===== src/rtl/neogeo_z80io_pkg.sv =====
// Shared constants for the sound-CPU I/O controller: port decode values on SDA[4:2],
// ZMC bank register reset values and the base address of each banked ROM window.
package neogeo_z80io_pkg;

  localparam logic [2:0] P_CODE    = 3'd0;
  localparam logic [2:0] P_YM      = 3'd1;
  localparam logic [2:0] P_BANK    = 3'd2;
  localparam logic [2:0] P_NMI_EN  = 3'd2;
  localparam logic [2:0] P_REPLY   = 3'd3;
  localparam logic [2:0] P_NMI_DIS = 3'd6;

  // Identity mapping of each window onto the first 64 KB of ROM
  localparam logic [7:0] BK0_RST = 8'h02;
  localparam logic [7:0] BK1_RST = 8'h06;
  localparam logic [7:0] BK2_RST = 8'h0E;
  localparam logic [7:0] BK3_RST = 8'h1E;

  localparam logic [15:0] WIN_BK0 = 16'h8000;
  localparam logic [15:0] WIN_BK1 = 16'hC000;
  localparam logic [15:0] WIN_BK2 = 16'hE000;
  localparam logic [15:0] WIN_BK3 = 16'hF000;
  localparam logic [15:0] WIN_RAM = 16'hF800;

endpackage


===== src/rtl/z80_io_ctrl_if.sv =====
// Z80 I/O and memory-address bus as seen by the sound I/O controller.
// master = CPU wrapper side, slave = controller side.
interface z80_io_ctrl_if #(
  parameter int unsigned ROM_AW = 22
);
  logic [15:0]       SDA;
  logic [7:0]        SDD_OUT;
  logic              nIORQ;
  logic              nRD;
  logic              nWR;
  logic [7:0]        IO_DOUT;
  logic              IO_RD_ACT;
  logic              nNMI;
  logic [15:0]       MEM_A;
  logic [ROM_AW-1:0] ROM_ADDR;

  modport master (
    output SDA, SDD_OUT, nIORQ, nRD, nWR, MEM_A,
    input  IO_DOUT, IO_RD_ACT, nNMI, ROM_ADDR
  );

  modport slave (
    input  SDA, SDD_OUT, nIORQ, nRD, nWR, MEM_A,
    output IO_DOUT, IO_RD_ACT, nNMI, ROM_ADDR
  );
endinterface


===== src/rtl/z80_bank_map.sv =====
// ZMC bank registers bk0..bk3 and the combinational Z80 memory address -> ROM byte address map.
module z80_bank_map
  import neogeo_z80io_pkg::*;
#(
  parameter int unsigned ROM_AW = 22
) (
  input  logic              CLK,
  input  logic              RESET,
  input  logic              i_load,
  input  logic [1:0]        i_idx,
  input  logic [7:0]        i_data,
  input  logic [15:0]       i_mem_a,
  output logic [ROM_AW-1:0] o_rom_addr
);

  logic [7:0]  r_bk [4];
  logic [31:0] w_full;

  always_ff @(posedge CLK) begin
    if (RESET) begin
      r_bk[0] <= BK0_RST;
      r_bk[1] <= BK1_RST;
      r_bk[2] <= BK2_RST;
      r_bk[3] <= BK3_RST;
    end else if (i_load) begin
      r_bk[i_idx] <= i_data;
    end
  end

  // Windows shrink by half each step; outside them the address passes through unchanged
  always_comb begin
    w_full = {16'h0000, i_mem_a};
    if (i_mem_a >= WIN_BK0 && i_mem_a < WIN_BK1) begin
      w_full = {10'b0, r_bk[0], i_mem_a[13:0]};
    end else if (i_mem_a >= WIN_BK1 && i_mem_a < WIN_BK2) begin
      w_full = {11'b0, r_bk[1], i_mem_a[12:0]};
    end else if (i_mem_a >= WIN_BK2 && i_mem_a < WIN_BK3) begin
      w_full = {12'b0, r_bk[2], i_mem_a[11:0]};
    end else if (i_mem_a >= WIN_BK3 && i_mem_a < WIN_RAM) begin
      w_full = {13'b0, r_bk[3], i_mem_a[10:0]};
    end
  end

  assign o_rom_addr = ROM_AW'(w_full);

endmodule


===== src/rtl/z80_io_ctrl.sv =====
// Z80 sound-CPU I/O port controller: sound-code/reply latches, NMI control, YM2610 select, ZMC banks.
// Optional NEOGEO_Z80IO_OVERRUN_EN adds OVERRUN_CNT, counting sound codes written over a pending one.
module z80_io_ctrl
  import neogeo_z80io_pkg::*;
#(
  parameter int unsigned ROM_AW     = 22,
  parameter bit          NMI_EN_RST = 1'b0
) (
  input  logic             CLK,
  input  logic             RESET,
  z80_io_ctrl_if.slave     bus,
  input  logic             M68K_CODE_WR,
  input  logic [7:0]       M68K_CODE,
  output logic [7:0]       M68K_REPLY,
  output logic             YM_CS_n,
  output logic [1:0]       YM_A,
  input  logic [7:0]       YM_DOUT
`ifdef NEOGEO_Z80IO_OVERRUN_EN
  ,
  output logic [7:0]       OVERRUN_CNT
`endif
);

  logic              w_iord, w_iowr, w_rd_fire, w_wr_fire, w_code_rd;
  logic [2:0]        w_port;
  logic              r_iord, r_iowr;
  logic [7:0]        r_code, r_reply;
  logic              r_pend, r_nmi_en, r_nnmi;
  logic [ROM_AW-1:0] w_rom_addr;

  assign w_iord    = ~bus.nIORQ & ~bus.nRD;
  assign w_iowr    = ~bus.nIORQ & ~bus.nWR;
  assign w_port    = bus.SDA[4:2];
  assign w_rd_fire = w_iord & ~r_iord;
  assign w_wr_fire = w_iowr & ~r_iowr;
  assign w_code_rd = w_rd_fire & (w_port == P_CODE);

  // Edge regs follow the strobe even in reset, so a strobe held across release never fires
  always_ff @(posedge CLK) begin
    r_iord <= w_iord;
    r_iowr <= w_iowr;
  end

  always_ff @(posedge CLK) begin
    if (RESET) begin
      r_code   <= 8'h00;
      r_reply  <= 8'h00;
      r_pend   <= 1'b0;
      r_nmi_en <= NMI_EN_RST;
      r_nnmi   <= 1'b1;
    end else begin
      if (M68K_CODE_WR) begin
        r_code <= M68K_CODE;
        r_pend <= 1'b1;
      end else if (w_code_rd) begin
        r_pend <= 1'b0;
      end
      if (w_wr_fire && w_port == P_NMI_EN) begin
        r_nmi_en <= 1'b1;
      end else if (w_wr_fire && w_port == P_NMI_DIS) begin
        r_nmi_en <= 1'b0;
      end
      if (w_wr_fire && w_port == P_REPLY) begin
        r_reply <= bus.SDD_OUT;
      end
      r_nnmi <= ~(r_pend & r_nmi_en);
    end
  end

`ifdef NEOGEO_Z80IO_OVERRUN_EN
  logic [7:0] r_overrun;

  always_ff @(posedge CLK) begin
    if (RESET) begin
      r_overrun <= 8'h00;
    end else if (M68K_CODE_WR && r_pend && !w_code_rd && r_overrun != 8'hFF) begin
      r_overrun <= r_overrun + 8'h01;
    end
  end

  assign OVERRUN_CNT = r_overrun;
`endif

  always_comb begin
    bus.IO_DOUT = 8'hFF;
    case (w_port)
      P_CODE:  bus.IO_DOUT = r_code;
      P_YM:    bus.IO_DOUT = YM_DOUT;
      default: bus.IO_DOUT = 8'hFF;
    endcase
  end

  assign bus.IO_RD_ACT = w_iord;
  assign bus.nNMI      = r_nnmi;
  assign M68K_REPLY    = r_reply;
  assign YM_CS_n       = ~((w_iord | w_iowr) & (w_port == P_YM));
  assign YM_A          = bus.SDA[1:0];

  // Port 0x08+n loads bk[3-n] with the upper address byte
  z80_bank_map #(
    .ROM_AW (ROM_AW)
  ) u_bank_map (
    .CLK        (CLK),
    .RESET      (RESET),
    .i_load     (w_rd_fire & (w_port == P_BANK)),
    .i_idx      (2'd3 - bus.SDA[1:0]),
    .i_data     (bus.SDA[15:8]),
    .i_mem_a    (bus.MEM_A),
    .o_rom_addr (w_rom_addr)
  );

  assign bus.ROM_ADDR = w_rom_addr;

endmodule

===== src/flat_wrapper.sv =====
// flat-port wrapper written by rule: the top's interface ports become plain ports
module z80_io_ctrl_flat import neogeo_z80io_pkg::*;
#(
  parameter int unsigned ROM_AW     = 22,
  parameter bit          NMI_EN_RST = 1'b0
)
  (CLK, RESET, M68K_CODE_WR, M68K_CODE, M68K_REPLY, YM_CS_n, YM_A, YM_DOUT, bus_SDA, bus_SDD_OUT, bus_nIORQ, bus_nRD, bus_nWR, bus_MEM_A, bus_IO_DOUT, bus_IO_RD_ACT, bus_nNMI, bus_ROM_ADDR);
  z80_io_ctrl_if #(.ROM_AW(ROM_AW)) bus_i ();
  input  logic CLK;
  input  logic RESET;
  input  logic M68K_CODE_WR;
  input  logic [7:0] M68K_CODE;
  output logic [7:0] M68K_REPLY;
  output logic YM_CS_n;
  output logic [1:0] YM_A;
  input  logic [7:0] YM_DOUT;
  input wire logic [$bits(bus_i.SDA)-1:0] bus_SDA;
  input wire logic [$bits(bus_i.SDD_OUT)-1:0] bus_SDD_OUT;
  input wire logic [$bits(bus_i.nIORQ)-1:0] bus_nIORQ;
  input wire logic [$bits(bus_i.nRD)-1:0] bus_nRD;
  input wire logic [$bits(bus_i.nWR)-1:0] bus_nWR;
  input wire logic [$bits(bus_i.MEM_A)-1:0] bus_MEM_A;
  output wire logic [$bits(bus_i.IO_DOUT)-1:0] bus_IO_DOUT;
  output wire logic [$bits(bus_i.IO_RD_ACT)-1:0] bus_IO_RD_ACT;
  output wire logic [$bits(bus_i.nNMI)-1:0] bus_nNMI;
  output wire logic [$bits(bus_i.ROM_ADDR)-1:0] bus_ROM_ADDR;
  assign bus_i.SDA = bus_SDA;
  assign bus_i.SDD_OUT = bus_SDD_OUT;
  assign bus_i.nIORQ = bus_nIORQ;
  assign bus_i.nRD = bus_nRD;
  assign bus_i.nWR = bus_nWR;
  assign bus_i.MEM_A = bus_MEM_A;
  assign bus_IO_DOUT = bus_i.IO_DOUT;
  assign bus_IO_RD_ACT = bus_i.IO_RD_ACT;
  assign bus_nNMI = bus_i.nNMI;
  assign bus_ROM_ADDR = bus_i.ROM_ADDR;
  z80_io_ctrl #(.ROM_AW(ROM_AW), .NMI_EN_RST(NMI_EN_RST)) u_core (.CLK(CLK), .RESET(RESET), .bus(bus_i), .M68K_CODE_WR(M68K_CODE_WR), .M68K_CODE(M68K_CODE), .M68K_REPLY(M68K_REPLY), .YM_CS_n(YM_CS_n), .YM_A(YM_A), .YM_DOUT(YM_DOUT));
endmodule

===== config.mk =====
export PLATFORM = sky130hd
export DESIGN_NAME = z80_io_ctrl_flat
export DESIGN_NICKNAME = d
export VERILOG_FILES = /design/src/rtl/neogeo_z80io_pkg.sv /design/src/rtl/z80_io_ctrl_if.sv /design/src/rtl/z80_bank_map.sv /design/src/rtl/z80_io_ctrl.sv /design/src/flat_wrapper.sv
export SDC_FILE = /design/constraint.sdc
export NUM_CORES = 1
export LEC_CHECK = 0
export ABC_AREA = 1
export CAP_MARGIN = 20
export CORE_MARGIN = 8
export CORE_UTILIZATION = 44
export CTS_BUF_LIST = sky130_fd_sc_hd__clkbuf_4
export CTS_CLUSTER_DIAMETER = 60
export DETAILED_ROUTE_END_ITERATION = 10
export GPL_TIMING_DRIVEN = 0
export PLACE_DENSITY_LB_ADDON = 0.05
export SKIP_LAST_GASP = 1
export SLEW_MARGIN = 20
export SYNTH_ARGS = -nofsm -noshare
export SYNTH_HDL_FRONTEND = slang
export SYNTH_SLANG_ARGS = --single-unit

===== constraint.sdc =====
create_clock -name CLK -period 2.39 [get_ports CLK]
set_input_delay 0.3585 -clock CLK [delete_from_list [all_inputs] [get_ports CLK]]
set_output_delay 0.3585 -clock CLK [all_outputs]
set_load 0.05 [all_outputs]

==> results of run 1 <==
==> layout make-up <==
class,count,area (um2),share of cell area
Buffer,17,116.4,0.03252
Clock buffer,5,37.54,0.01049
Clock inverter,3,26.28,0.007343
Inverter,39,146.4,0.04091
Multi-Input combinational cell,182,919.6,0.2570
Sequential cell,53,1381,0.3860
Tap cell,72,90.09,0.02517
Timing Repair Buffer,89,860.8,0.2406
==> cell usage after synthesis <==
cell type / number
edfxtp_1: 32
inv_1: 35
a21oi_1: 4
nor2_8: 1
o22ai_1: 8
nand3_2: 1
o21bai_1: 1
inv_2: 3
nand4_2: 1
clkinv_1: 1
dfxtp_1: 21
nand2_4: 1
nor2_2: 10
nand3b_1: 1
nor2_4: 3
o21ai_0: 12
o21ai_1: 8
clkbuf_1: 3
nand3_1: 14
nand2_1: 49
nand2_2: 2
nor3_1: 12
or2_2: 1
nor2_1: 43
a22o_1: 1
nand4_4: 1
buf_4: 14
nand4_1: 7
==> layout by cell type (no fill, tap or decap), types with 11 or more instances in the layout <==
cell	instances
nor3_1	12
inv_1	35
edfxtp_1	32
dfxtp_1	21
nor2_1	43
buf_4	14
dlygate4sd2_1	12
clkdlybuf4s50_1	69
nand2_1	49
o21ai_0	11
nand3_1	14
==> worst max-delay path: stages <==
cell and delay (ns):
clkdlybuf4s50_1 0.54, nor2_1 0.08, nand2_1 0.26, o22ai_1 0.13, inv_1 0.06, dlygate4sd2_1 0.54
==> path summary, 6_finish.rpt <==
path / to / start
max: bus_IO_DOUT[7] / bus_SDA[3]
min: u_core.u_bank_map.r_bk[2][1] / bus_SDA[0]
max reg2reg: u_core.u_bank_map.r_bk[0][0] / u_core.r_iord
min reg2reg: u_core.bus.nNMI / u_core.r_nmi_en
==> per-layer routing <==
metal | global-route usage | part of all wire
met1 | 0.1733 | 0.39
met2 | 0.2628 | 0.50
met3 | 0.06112 | 0.11
met4 | 0.05503 | 0.0053
met5 | 0 | 0
==> power groups by stage <==
stage / Clock, mW / Combinational (mW) / Sequential [mW]
after CTS: 0.435 / 0.404 / 1.01
after global placement: 0 / 0.411 / 1.03
after floorplan: 0 / 0.227 / 1.03
after detailed placement: 0 / 0.414 / 1.03
after global routing: 0.461 / 0.431 / 1.01
final: 0.422 / 0.403 / 1.01
==> per-stage QoR <==
| stage | utilization | TNS (ns) | total power, mW | cell area [um2] | instances |
|---|---|---|---|---|---|
| floorplan | - | 0 | 1.260 | 2547 | 290 |
| global placement | 0.6369 | -6.176 | 1.437 | 3528 | 451 |
| detailed placement | 0.6369 | -4.893 | 1.441 | 3528 | 451 |
| CTS | 0.6461 | -0.1019 | 1.845 | 3580 | 459 |
| global route | 0.6459 | 0 | 1.902 | 3578 | 460 |
| finish | 0.6459 | 0 | 1.831 | 3578 | 460 |
==> repair_timing <==
action | in CTS | in global routing
pin swaps | 0 | 2
endpoints found under the setup margin | 20 | 8
hold buffers | 0 | 0
gates resized for setup | 30 | 10
gates cloned | 0 | 1
==> cell families after synthesis <==
group                  Yosys count
AOI/OAI and AO/OA               34
buffers and inverters           56
DFF                             53
and+or+nand+nor                147
==> state kept, by name, summed over array words and instances (netlist names) <==
name	count
u_core.r_code	8
u_core.r_iord	1
u_core.r_pend	1
u_core.bus.nNMI	1
u_core.M68K_REPLY	8
u_core.r_nmi_en	1
u_core.u_bank_map.r_bk	32
u_core.r_iowr	1
==> out/summary.txt, run 1 <==
Root buffer cell - clkbuf_4
Post-synthesis sequential area ratio - 0.5422
Largest net degree at the start of global routing - 19
Worst Max-Slew Pin Slew - 0.7184 ns
First-pass GRT wire length - 10,850 um
Synthesized cell area - 0.002547 mm2
WHS - 0.4199 ns
I/O Buffers - 89
Worst-path clk slew - 0.15 ns
Maximum VDD drop - 0.0002917 V
Die height - 92.09 um
Pwr/cell area - 511.7 mW/mm2
Clock power share - 0.230
Routed vias - 2,242
Hold Crit Class - in2reg
CTS Buffer Depth - 2
Period minus WS final - 2.328 ns
Final HPWL DP - 5048 um
DRC errors left - 0
Worst slew margin - 0.5178
Synth Area in Adders - 0
Die X - 92.09 um
Post-DRT Antenna Nets - 0
TritonCTS clock tree - built
Starting density of the core - 0.4598
Synth cell types - 28
N_diodes - 0
Combinational share of power - 0.220
GRT Total Usage - 0.1554
Net Sw Power - 560.1 uW
Syn_nets - 352
Max_cap viols - 0
Core ar. - 0.005540 mm2
Count of pins over their slew limit - 0
Max Clock Skew - 0.01218 ns
H-tree lvl count - 2
Fin nets - 449
R2R cell count - 5
Max FO, Critical Path - 9
Post-CTS Setup Bufs - 0
Crit path DAT - 1.97 ns
Fmax - 0.4296 GHz
Total Wirelength - 6623 um
Total congestion overflow - 0
Mean Syn Cell Area - 8.784 um2
Setup Viol. Count Final - 0
Post-synthesis mux area share - 0
Drt initial violations - 141
Yosys warns - 0
Largest family of logic cells by synthesized area - simple AND/OR/NAND/NOR gates
Via count of the first global-routing pass - 2,342
Row cnt - 27
Internal - 1.271 mW
Clock Latency Late Sink - 0.38 ns
Register bit count reported by yosys - 53
Endpoints failing hold - 0
Cts bufs inserted - 5
Flop pwr share - 0.550
RSZ-0062 raised after global routing - false
Synth Area in Compound Gates - 0.07318
Post-route setup slack - 0.06207 ns
Share of the synthesized area in the top cell type - 0.3772
DR WL/cell - 14.40 um
Synth top area cells - edfxtp_1 38%, dfxtp_1 17%, nand2_1 7.2%
Critical Path RT - 2.03 ns
Dpl ws - -0.3716 ns
Vias per Instance - 4.874
Crit path kind - in2out
# fillers - 511
Status - completed
I/O pin count - 105
Synth Area in Simple Gates - 0.2814
Layout cells sized above 1 - 0.1418
Placer Congestion - 0.7976
Clk sinks - 53
Initial antenna violation count - 0
Area grow syn2layout - 40.47%
Sw frac - 0.3059
Drt first pass iters - 4
Reg2reg setup slack - 0.81 ns
Worst Setup End Kind - output port
Final worst-path cycle share - 0.9740
Type of origin of the critical path - primary input
Area leader, netlist - edfxtp_1
Cells after synthesis - 290
Leak Pwr - 1.456 nW
Xor/xnor share of the synthesized area - 0
WHS Path Cells - 2
Die ar. - 0.008481 mm2
Note: power is estimated with default switching activity, not from simulation.
==> run 2: changes to the inputs <==
--- a/config.mk
+++ b/config.mk
@@ -11,6 +11,7 @@
 export CORE_UTILIZATION = 44
 export CTS_BUF_LIST = sky130_fd_sc_hd__clkbuf_4
 export CTS_CLUSTER_DIAMETER = 60
+export CTS_CLUSTER_SIZE = 20
 export DETAILED_ROUTE_END_ITERATION = 10
 export GPL_TIMING_DRIVEN = 0
 export PLACE_DENSITY_LB_ADDON = 0.05
==> results of run 2 <==
Final layout, timing and power as in run 1 (identical DEF).
==> run 3: changes to the inputs <==
--- a/config.mk
+++ b/config.mk
@@ -7,8 +7,10 @@
 export LEC_CHECK = 0
 export ABC_AREA = 1
 export CAP_MARGIN = 20
+export CELL_PAD_IN_SITES_DETAIL_PLACEMENT = 1
+export CELL_PAD_IN_SITES_GLOBAL_PLACEMENT = 1
 export CORE_MARGIN = 8
-export CORE_UTILIZATION = 44
+export CORE_UTILIZATION = 32
 export CTS_BUF_LIST = sky130_fd_sc_hd__clkbuf_4
 export CTS_CLUSTER_DIAMETER = 60
 export CTS_CLUSTER_SIZE = 20
==> run 3 against run 2 <==
Register-to-register slack about the same; global-route usage decreased by 2.4 points; clock power increased by 1%; die area increased by 31%; routed wire length increased by 11%.
==> out/summary.txt, run 3 (synthesis results as in run 1) <==
Register with the most flip-flops - u_core.u_bank_map.r_bk
I/O pin count - 105
Total congestion overflow - 0
Clk sinks - 53
Worst Setup End Kind - output port
Fin nets - 450
H-tree lvl count - 2
Layout cells sized above 1 - 0.1697
Die height - 105.2 um
Setup Viol. Count Final - 0
Routed vias - 2,238
Drt initial violations - 30
Overall Power - 1.836 mW
Drt first pass iters - 4
Largest net degree at the start of global routing - 18
Hold_buf cts - 0
Worst Max-Slew Pin Slew - 0.7877 ns
TritonCTS clock tree - built
Worst flop-to-flop path startpoint - u_core.r_iord
Core ar. - 0.007727 mm2
DRC errors left - 0
Hold Crit Class - in2reg
Maximum VDD drop - 0.0001961 V
Final HPWL DP - 5819 um
Critical path startpoint - bus_MEM_A[14]
Most frequent cells in the layout - 69 x clkdlybuf4s50_1, 49 x nand2_1, 43 x nor2_1, 34 x inv_1, 32 x edfxtp_1
Count of pins over their slew limit - 0
Worst slew margin - 0.4713
Fmax - 0.4274 GHz
Critical Path RT - 2.03 ns
Total Wirelength - 7321 um
Die ar. - 0.01107 mm2
I/O Buffers - 89
Status - completed
Die X - 105.2 um
Root buffer cell - clkbuf_4
R2R cell count - 5
WHS Path Cells - 2
Most common cell after layout, fill and taps aside - clkdlybuf4s50_1
Worst-path clk slew - 0.16 ns
CTS Buffer Depth - 2
Pwr/cell area - 510.1 mW/mm2
Crit path kind - in2out
Area grow syn2layout - 41.31%
Cts bufs inserted - 5
Max incr delay on CP - 0.60 ns
Crit-path cells - clkdlybuf4s50_1 -> nand2_1 -> nor2_4 -> buf_4 -> nand3_1 -> nand4_1 -> clkdlybuf4s15_2
Starting density of the core - 0.3297
CP top delay family - buffers and inverters
CP max-delay cell - clkdlybuf4s50_1
Crit path DAT - 1.98 ns
Via count of the first global-routing pass - 2,450
Type of origin of the critical path - primary input
Worst Min Path Start - bus_SDA[0]
Clock Latency Late Sink - 0.38 ns
RSZ-0062 raised after global routing - true
Final worst-path cycle share - 0.9789
N_diodes - 0
DR WL/cell - 14.91 um
Post-DRT Antenna Nets - 0
Initial antenna violation count - 0
First-pass GRT wire length - 11,990 um
Reg2reg setup slack - 0.80 ns
Vias per Instance - 4.558
Endpoints failing hold - 0
Max_cap viols - 0
Placer Congestion - 0.7715
# fillers - 929
Reg2reg end - u_core.u_bank_map.r_bk[2][0]
Worst path bufs/invs - 3
Period minus WS final - 2.340 ns
Max reg flops - 32
Max FO, Critical Path - 7
Max Clock Skew - 0.01272 ns
Final setup TNS - 0 ns
Leak Pwr - 1.467 nW
Row cnt - 32
Worst hold endpoint - u_core.u_bank_map.r_bk[2][1]
GRT Total Usage - 0.1318
==> run 3: changes by cell type in the layout (fill, tap and decap cells not counted), moves of 2 or more <==
cell / previous run / this run
dlygate4sd2_1: 12 / 2
clkdlybuf4s15_2: 4 / 6
buf_4: 14 / 16
clkbuf_2: 3 / 10
==> run 3: worst reg2reg max path, stage by stage, from the launching register on <==
cell	delay [ns]
dfxtp_1	0.34
inv_1	0.06
nand2_2	0.07
nor2_4	0.17
nand4_2	0.22
nand2_1	0.41
==> run 3: layout make-up <==
class,count,area (um2),share of cell area
multi-input combinational,181,913.4,0.2537
inverter,39,146.4,0.04067
clock buffer,5,37.54,0.01043
sequential,53,1381,0.3837
tap,102,127.6,0.03545
timing repair buffer,91,855.8,0.2377
buffer,17,116.4,0.03233
clock inverter,3,21.27,0.005909
==> run 3: what timing repair did <==
item / 4_1_cts / 5_1_grt
gates cloned: 0 / 0
gates resized for setup: 36 / 24
setup endpoints to repair: 20 / 14
endpoints found under the hold margin: 0 / 0
pin swaps: 0 / 1
buffers inserted: 0 / 2
==> run 3: worst max-delay path by stage <==
stage	end	slack [ns]	cells past startpoint
6_report	bus_ROM_ADDR[16]	0.05	7
5_1_grt	bus_ROM_ADDR[15]	-0.04	9
4_1_cts	bus_ROM_ADDR[15]	-0.11	8
3_5_place_dp	bus_ROM_ADDR[15]	-0.38	8
3_3_place_gp	bus_ROM_ADDR[15]	-0.39	9
2_1_floorplan	u_core.u_bank_map.r_bk[3][0]	0.51	3
==> run 3: routing by layer <==
layer | GRT usage | routed length (um) | vias to the layer above
met2 | 0.2406 | 3829 | 64
met3 | 0.04446 | 493 | 8
met4 | 0.03364 | 72 | 0
met1 | 0.1420 | 2926 | 1032
li1 | - | - | 1134
met5 | 0 | 0 | -
==> run 3: report_power, final <==
| part | switching (mW) | internal [mW] | leakage (nW) | total [mW] |
|---|---|---|---|---|
| combinational | 0.250 | 0.152 | 0.942 | 0.403 |
| sequential | 0.0115 | 0.996 | 0.493 | 1.01 |
| clock | 0.309 | 0.117 | 0.0316 | 0.427 |
| total | 0.571 | 1.27 | 1.47 | 1.84 |
==> run 3: metrics by stage <==
stage,worst slack [ns],cell area [um2],utilization,hold slack (ns),std cells
global placement,-0.3874,3566,0.4615,0.3860,481
detailed placement,-0.3818,3566,0.4615,0.4169,481
floorplan,0.5096,2547,-,0.3792,290
CTS,-0.1123,3620,0.4684,0.4017,489
global route,-0.04397,3600,0.4658,0.4358,491
finish,0.05037,3600,0.4658,0.4110,491
